**src/rtl/gpr_wb_arbiter.sv**
```systemverilog
// Writeback arbiter for the single gpr write port: picks one of two requesters,
// registers the winning write, and tracks which registers have writes pending.
module gpr_wb_arbiter #(
    parameter bit          FIXED_PRIO = 1'b0,
    parameter int unsigned STARVE_MAX = 8
) (
    input  logic        clk,
    input  logic        reset,

    input  logic        req0_valid,
    input  logic [4:0]  req0_addr,
    input  logic [31:0] req0_data,
    output logic        req0_ready,

    input  logic        req1_valid,
    input  logic [4:0]  req1_addr,
    input  logic [31:0] req1_data,
    output logic        req1_ready,

    input  logic        claim_valid,
    input  logic [4:0]  claim_addr,

    output logic        gpr_we,
    output logic [4:0]  gpr_a3,
    output logic [31:0] gpr_wd,
    output logic [31:0] busy
);

    localparam int unsigned ADDR_W = 5;
    localparam int unsigned DATA_W = 32;
    localparam int unsigned NREG   = 32;
    localparam int unsigned CNT_W  = 8;

    localparam logic [CNT_W-1:0]  STARVE_LIM = CNT_W'(STARVE_MAX);
    localparam logic [ADDR_W-1:0] REG_ZERO   = '0;

    // Architectural state
    logic               gpr_we_q,     gpr_we_d;
    logic [ADDR_W-1:0]  gpr_a3_q,     gpr_a3_d;
    logic [DATA_W-1:0]  gpr_wd_q,     gpr_wd_d;
    logic [NREG-1:0]    busy_q,       busy_d;
    logic               rr_prefer1_q, rr_prefer1_d;
    logic [CNT_W-1:0]   starve_cnt_q, starve_cnt_d;

    // Combinational grant and the selected payload
    logic               grant0_c;
    logic               grant1_c;
    logic               contention_c;
    logic               xfer_c;
    logic [ADDR_W-1:0]  sel_addr_c;
    logic [DATA_W-1:0]  sel_data_c;

    // Grant selection; nothing is granted while reset is held low
    always_comb begin
        grant0_c     = 1'b0;
        grant1_c     = 1'b0;
        contention_c = 1'b0;
        if (reset) begin
            if (req0_valid && req1_valid) begin
                contention_c = 1'b1;
                if (FIXED_PRIO) begin
                    grant1_c = (starve_cnt_q == STARVE_LIM);
                end else begin
                    grant1_c = rr_prefer1_q;
                end
                grant0_c = ~grant1_c;
            end else begin
                grant0_c = req0_valid;
                grant1_c = req1_valid;
            end
        end
    end

    assign req0_ready = grant0_c;
    assign req1_ready = grant1_c;

    // Payload mux for the winning requester
    always_comb begin
        xfer_c     = grant0_c | grant1_c;
        sel_addr_c = req0_addr;
        sel_data_c = req0_data;
        if (grant1_c) begin
            sel_addr_c = req1_addr;
            sel_data_c = req1_data;
        end
    end

    // Next-state: output register, arbitration state, scoreboard
    always_comb begin
        gpr_we_d     = 1'b0;
        gpr_a3_d     = gpr_a3_q;
        gpr_wd_d     = gpr_wd_q;
        rr_prefer1_d = rr_prefer1_q;
        starve_cnt_d = starve_cnt_q;
        busy_d       = busy_q;

        // A write to r0 is accepted but never reaches the register file
        if (xfer_c && (sel_addr_c != REG_ZERO)) begin
            gpr_we_d = 1'b1;
            gpr_a3_d = sel_addr_c;
            gpr_wd_d = sel_data_c;
        end

        if (grant0_c) begin
            rr_prefer1_d = 1'b1;
        end else if (grant1_c) begin
            rr_prefer1_d = 1'b0;
        end

        if (FIXED_PRIO) begin
            if (grant1_c) begin
                starve_cnt_d = '0;
            end else if (contention_c) begin
                starve_cnt_d = starve_cnt_q + CNT_W'(1);
            end
        end

        // Clear on commit first so a same-edge claim of the same register wins
        if (gpr_we_q) begin
            busy_d[gpr_a3_q] = 1'b0;
        end
        if (claim_valid && (claim_addr != REG_ZERO)) begin
            busy_d[claim_addr] = 1'b1;
        end
        busy_d[0] = 1'b0;
    end

    always_ff @(posedge clk) begin
        if (!reset) begin
            gpr_we_q     <= 1'b0;
            gpr_a3_q     <= '0;
            gpr_wd_q     <= '0;
            busy_q       <= '0;
            rr_prefer1_q <= 1'b0;
            starve_cnt_q <= '0;
        end else begin
            gpr_we_q     <= gpr_we_d;
            gpr_a3_q     <= gpr_a3_d;
            gpr_wd_q     <= gpr_wd_d;
            busy_q       <= busy_d;
            rr_prefer1_q <= rr_prefer1_d;
            starve_cnt_q <= starve_cnt_d;
        end
    end

    assign gpr_we = gpr_we_q;
    assign gpr_a3 = gpr_a3_q;
    assign gpr_wd = gpr_wd_q;
    assign busy   = busy_q;

endmodule

```
**config.mk**
```make
export PLATFORM = sky130hd
export DESIGN_NAME = gpr_wb_arbiter
export DESIGN_NICKNAME = d
export VERILOG_FILES = /design/src/rtl/gpr_wb_arbiter.sv
export SDC_FILE = /design/constraint.sdc
export NUM_CORES = 1
export LEC_CHECK = 0
export ABC_AREA = 0
export CAP_MARGIN = 40
export CORE_MARGIN = 1
export CORE_UTILIZATION = 41
export CTS_CLUSTER_SIZE = 12
export DETAILED_ROUTE_END_ITERATION = 8
export PLACE_DENSITY = 0.88
export SLEW_MARGIN = 20
export SYNTH_ARGS = -nofsm -noshare
export SYNTH_HDL_FRONTEND = slang
export SYNTH_SLANG_ARGS = --single-unit
```
**constraint.sdc**
```tcl
create_clock -name clk -period 2 [get_ports clk]
set_clock_uncertainty 0.2 [all_clocks]
set_input_delay 0.4 -clock clk [delete_from_list [all_inputs] [get_ports clk]]
set_output_delay 0.4 -clock clk [all_outputs]
set_load 0.01 [all_outputs]
```
### Yosys cells after proc, flatten, opt, wreduce, memory -nomap -nowiden

Cells that the tools add are included.

* input bits: 84
* register bits: 71

* muxes and demuxes: 17
* magnitude comparators: 4
* bitwise gates (word level): 5
* reduce and logical (&&, ||, !) cells: 8

Operators by type and width (number)
* 32-bit 2-to-1 mux: 3
* 32-bit bitwise AND: 1
* 32-bit inverter: 1
* 32-bit OR: 1
* 5-bit by 6-bit < comparator with 1-bit output, second input constant: 2
* 1-bit 2-to-1 mux: 11
* 1-bit demux with 5-bit select: 2
* 5-bit by 1-bit greater-or-equal comparator with 1-bit output, second input constant: 2
* 5-bit nonzero test: 2
* 1-bit logical AND: 5
* 5-bit 2-to-1 mux: 1
* 2-bit nonzero test: 1
* 1-bit inverter: 1
* 1-bit OR: 1

### Depth between registers and ports, before layout

* depth in word-level cells: 9
* mapped depth: 6
* mapped depth without buffers: 5

### Worst setup path before layout

OpenSTA, ideal clock, no wires.

* path kind: input to register
* from: input port req1_addr[0]
* to: register gpr_wd_q[0] (netlist: gpr_wd[0])
* stages: 6
* library setup time: 0.122 ns
* data arrival time: 1.470 ns
* path slack: 0.208 ns
* cell sequence: or3_4 nor4b_2 a311oi_1 buf_6 buf_6 mux2i_1

* word-level cells in the longest chain between the ends: 3

Ends and longest elaborated chain
* start: declaration: RTL line 16 `input logic [4:0] req1_addr,`
* 5-bit 2-to-1 mux: RTL line 82 `if (grant1_c) begin`
* 5-bit nonzero test: RTL line 98 `if (xfer_c && (sel_addr_c != REG_ZERO)) begin`
* 1-bit logical AND: RTL line 98
* end signal: assignment: RTL line 139 `gpr_wd_q <= gpr_wd_d;`
* end: declaration: RTL line 40 `logic [DATA_W-1:0] gpr_wd_q, gpr_wd_d;`

No other way between the ends.
A chain may end at the register's enable or synchronous reset.

### Worst setup path in the final report

* from: register gpr_a3_q[0] (netlist: gpr_a3[0])
* to: output port gpr_a3[0]

RTL lines
* start: declaration: RTL line 39 `logic [ADDR_W-1:0] gpr_a3_q, gpr_a3_d;`
* start signal: assignment: RTL line 138 `gpr_a3_q <= gpr_a3_d;`
* end: declaration: RTL line 24 `output logic [4:0] gpr_a3,`

No word-level cell between the ends.

==> impl_metrics.yaml <==
routing:
  ant_nets: 0
  drt-wirelength-per-cell_um: 16.8
  routed_via_density: 5.39
  routed_wl_um: 10700
  first_pass_iters: 4
  vias: 3447
  drcViolationCount: 0
  drt_iter0_drc: 175
cells_and_area:
  drive_gt1_frac: 0.122
  final_common_cell: "clkdlybuf4s50_1"
  final_area_um2: 5350
  layout_common_cells: "clkdlybuf4s50_1 (146), nand2_1 (72), dfxtp_1 (69)"
  post-route-util: 0.725
  final_nets: 620
  diodes: 0
  finalNonFillerCells: 639
  area_growth_pct: 68.0
critical_path:
  required_ns: 1.40
  cpLargestDelayFamily: "buffers and inverters"
  cp-startpoint: "gpr_a3[0]"
  r2r-start: "rr_prefer1_q"
  critPathBufInv: 1
  cp.arrival_ns: 1.33
  worst-setup-path-type: "flip-flop to primary output"
  endpoint_kind: "primary output"
  slowest_delay_ns: 0.59
  slowest_stage: "clkdlybuf4s50_1"
  crit_chain: "clkdlybuf4s50_1"
  startpoint_type: "flip-flop"
  path_max_fanout: 6
run:
  max_cap_violations: 0
global_routing:
  grt_pass1_vias: 3505
  gr-total-overflow: 0
  grt_pass1_wl_um: 16800
  grt_antenna_before_repair: 0
  grt_max_degree: 35
  grt_use_total: 0.262
synth:
  synth_area_um2: 3180
  synth-seq-area-share: 0.440
  synth_cell_types: 37
  avgSynthCellArea_um2: 8.96
  netlist_instances: 355
  syn_nets: 439
  ys_seq_elements: 70
  ys_warn_count: 0
min_path:
  hold_class: "flip-flop to flip-flop"
  hp-start: "gpr_wd[23]"
timing:
  setup_ws_ns: 0.0672
  hold_viol: 0
  setup_violations: 0
  rsz0062_at_grt: "false"
  fin_crit_sh: 0.966
  drv_slew: 0
  min_period_ns: 1.93
  fmax_mhz: 517
placement:
  hpwl_um: 7640
  placed_area_um2: 5040
  port_buffers: 154
  gp_congestion: 0.951
  dpl_worst_slack_ns: -0.522
  numPlacedInstances: 620
clock_tree:
  cts_tree: "yes"
  hold_buffers: 0
  cts_buffers: 9
  path_clk_slew_ns: 0.07
  ctsRootBufferMaster: "clkbuf_8"
  clock-sinks: 70
  clockBufferDepth: 2
  h-tree-depth: 3
  clk_latency_ns: 0.34
floorplanning:
  core-area_um2: 7370
  start_util: 0.432
  core.rowCount: 31
  die_w_um: 90.1
  ios: 156
  die_h_um: 90.1
  dieArea_um2: 8120
power_and_ir_drop:
  max-vdd-ir-drop_v: 0.000385
  power_density_nw_per_um2: 656
  leakage_nw: 2.24
outcome:
  status: "finished clean"
per-stage QoR:
| step | total power, mW | hold WS, ns | TNS, ns |
|---|---|---|---|
| 2_1_floorplan | 1.87 | 0.253 | 0 |
| 3_3_place_gp | 2.32 | 0.241 | -13.87 |
| 3_5_place_dp | 2.35 | 0.250 | -18.51 |
| 4_1_cts | 3.49 | 0.262 | 0 |
| 5_1_grt | 3.65 | 0.289 | 0 |
| 6_report | 3.51 | 0.262 | 0 |
power by group:
part	internal [mW]	switching (mW)	total, mW
Sequential	1.48	0.0543	1.54
Clock	0.638	0.515	1.15
Combinational	0.471	0.344	0.816
Total	2.59	0.913	3.51
flip-flops by register name (all words and copies together), names as in the netlist:
name          cells
busy             31
gpr_a3            5
gpr_wd           32
gpr_we            1
rr_prefer1_q      1
routing by layer:
metal,GRT usage,vias to the layer above,wire [µm]
met1,0.280,1577,3980
met4,0.125,0,361
li1,-,1618,-
met2,0.466,217,5450
met5,0,-,0
met3,0.0804,35,940
kinds of logic after synthesis:
logic type,count (synthesis),share of synthesized area
buf+inv,25,0.0417
other cells,1,0.00118
mux,66,0.208
simple gates,113,0.173
compound gates,80,0.136
flops,70,0.440
final cells by class:
cell class	count	area, µm²
well taps	99	124
clock inverters	3	43.8
clock buffers	12	155
multi-input cells	260	1700
fillers	539	2020
repair buffers	192	1910
flip-flops and latches	70	1400
inverters	3	11.3
timing repair:
item | CTS | global route
gates resized for setup | 16 | 10
endpoints found under the setup margin | 38 | 36
pin swaps | 2 | 3
buffers inserted | 1 | 1
gates cloned | 0 | 2
final timing paths:
kind | endpoint | slack, ns | cells after the start
hold / removal | gpr_wd[23] | 0.26 | 2
setup / recovery | gpr_a3[0] | 0.07 | 1
hold reg to reg | gpr_wd[23] | 0.26 | 2
setup reg to reg | gpr_wd[29] | 0.17 | 7
synth_stat cells, drive strengths merged:
master | count | area share
nand2 | 73 | 0.086
dfxtp | 70 | 0.44
mux2i | 66 | 0.21
o21ai | 34 | 0.053
a21oi | 32 | 0.050
clkbuf | 13 | 0.015
buf | 9 | 0.023
nand3b | 5 | 0.012
nor2 | 5 | 0.0059
nand3 | 4 | 0.0063
nor3b | 4 | 0.0094
nor4 | 4 | 0.0079
and3b | 3 | 0.0083
inv | 3 | 0.0035
o22ai | 3 | 0.0059
or3 | 3 | 0.0075
or3b | 3 | 0.0083
a211oi | 2 | 0.0047
a21o | 2 | 0.0047
a31oi | 2 | 0.0039
and3 | 2 | 0.0039
nand2b | 2 | 0.0039
nor4b | 2 | 0.0075
o2111ai | 2 | 0.0055
a2111oi | 1 | 0.0028
a311oi | 1 | 0.0028
and2 | 1 | 0.0020
and2b | 1 | 0.0024
conb | 1 | 0.0012
nor3 | 1 | 0.0016
o211ai | 1 | 0.0024
No activity file was read; power rests on OpenSTA's default activity.
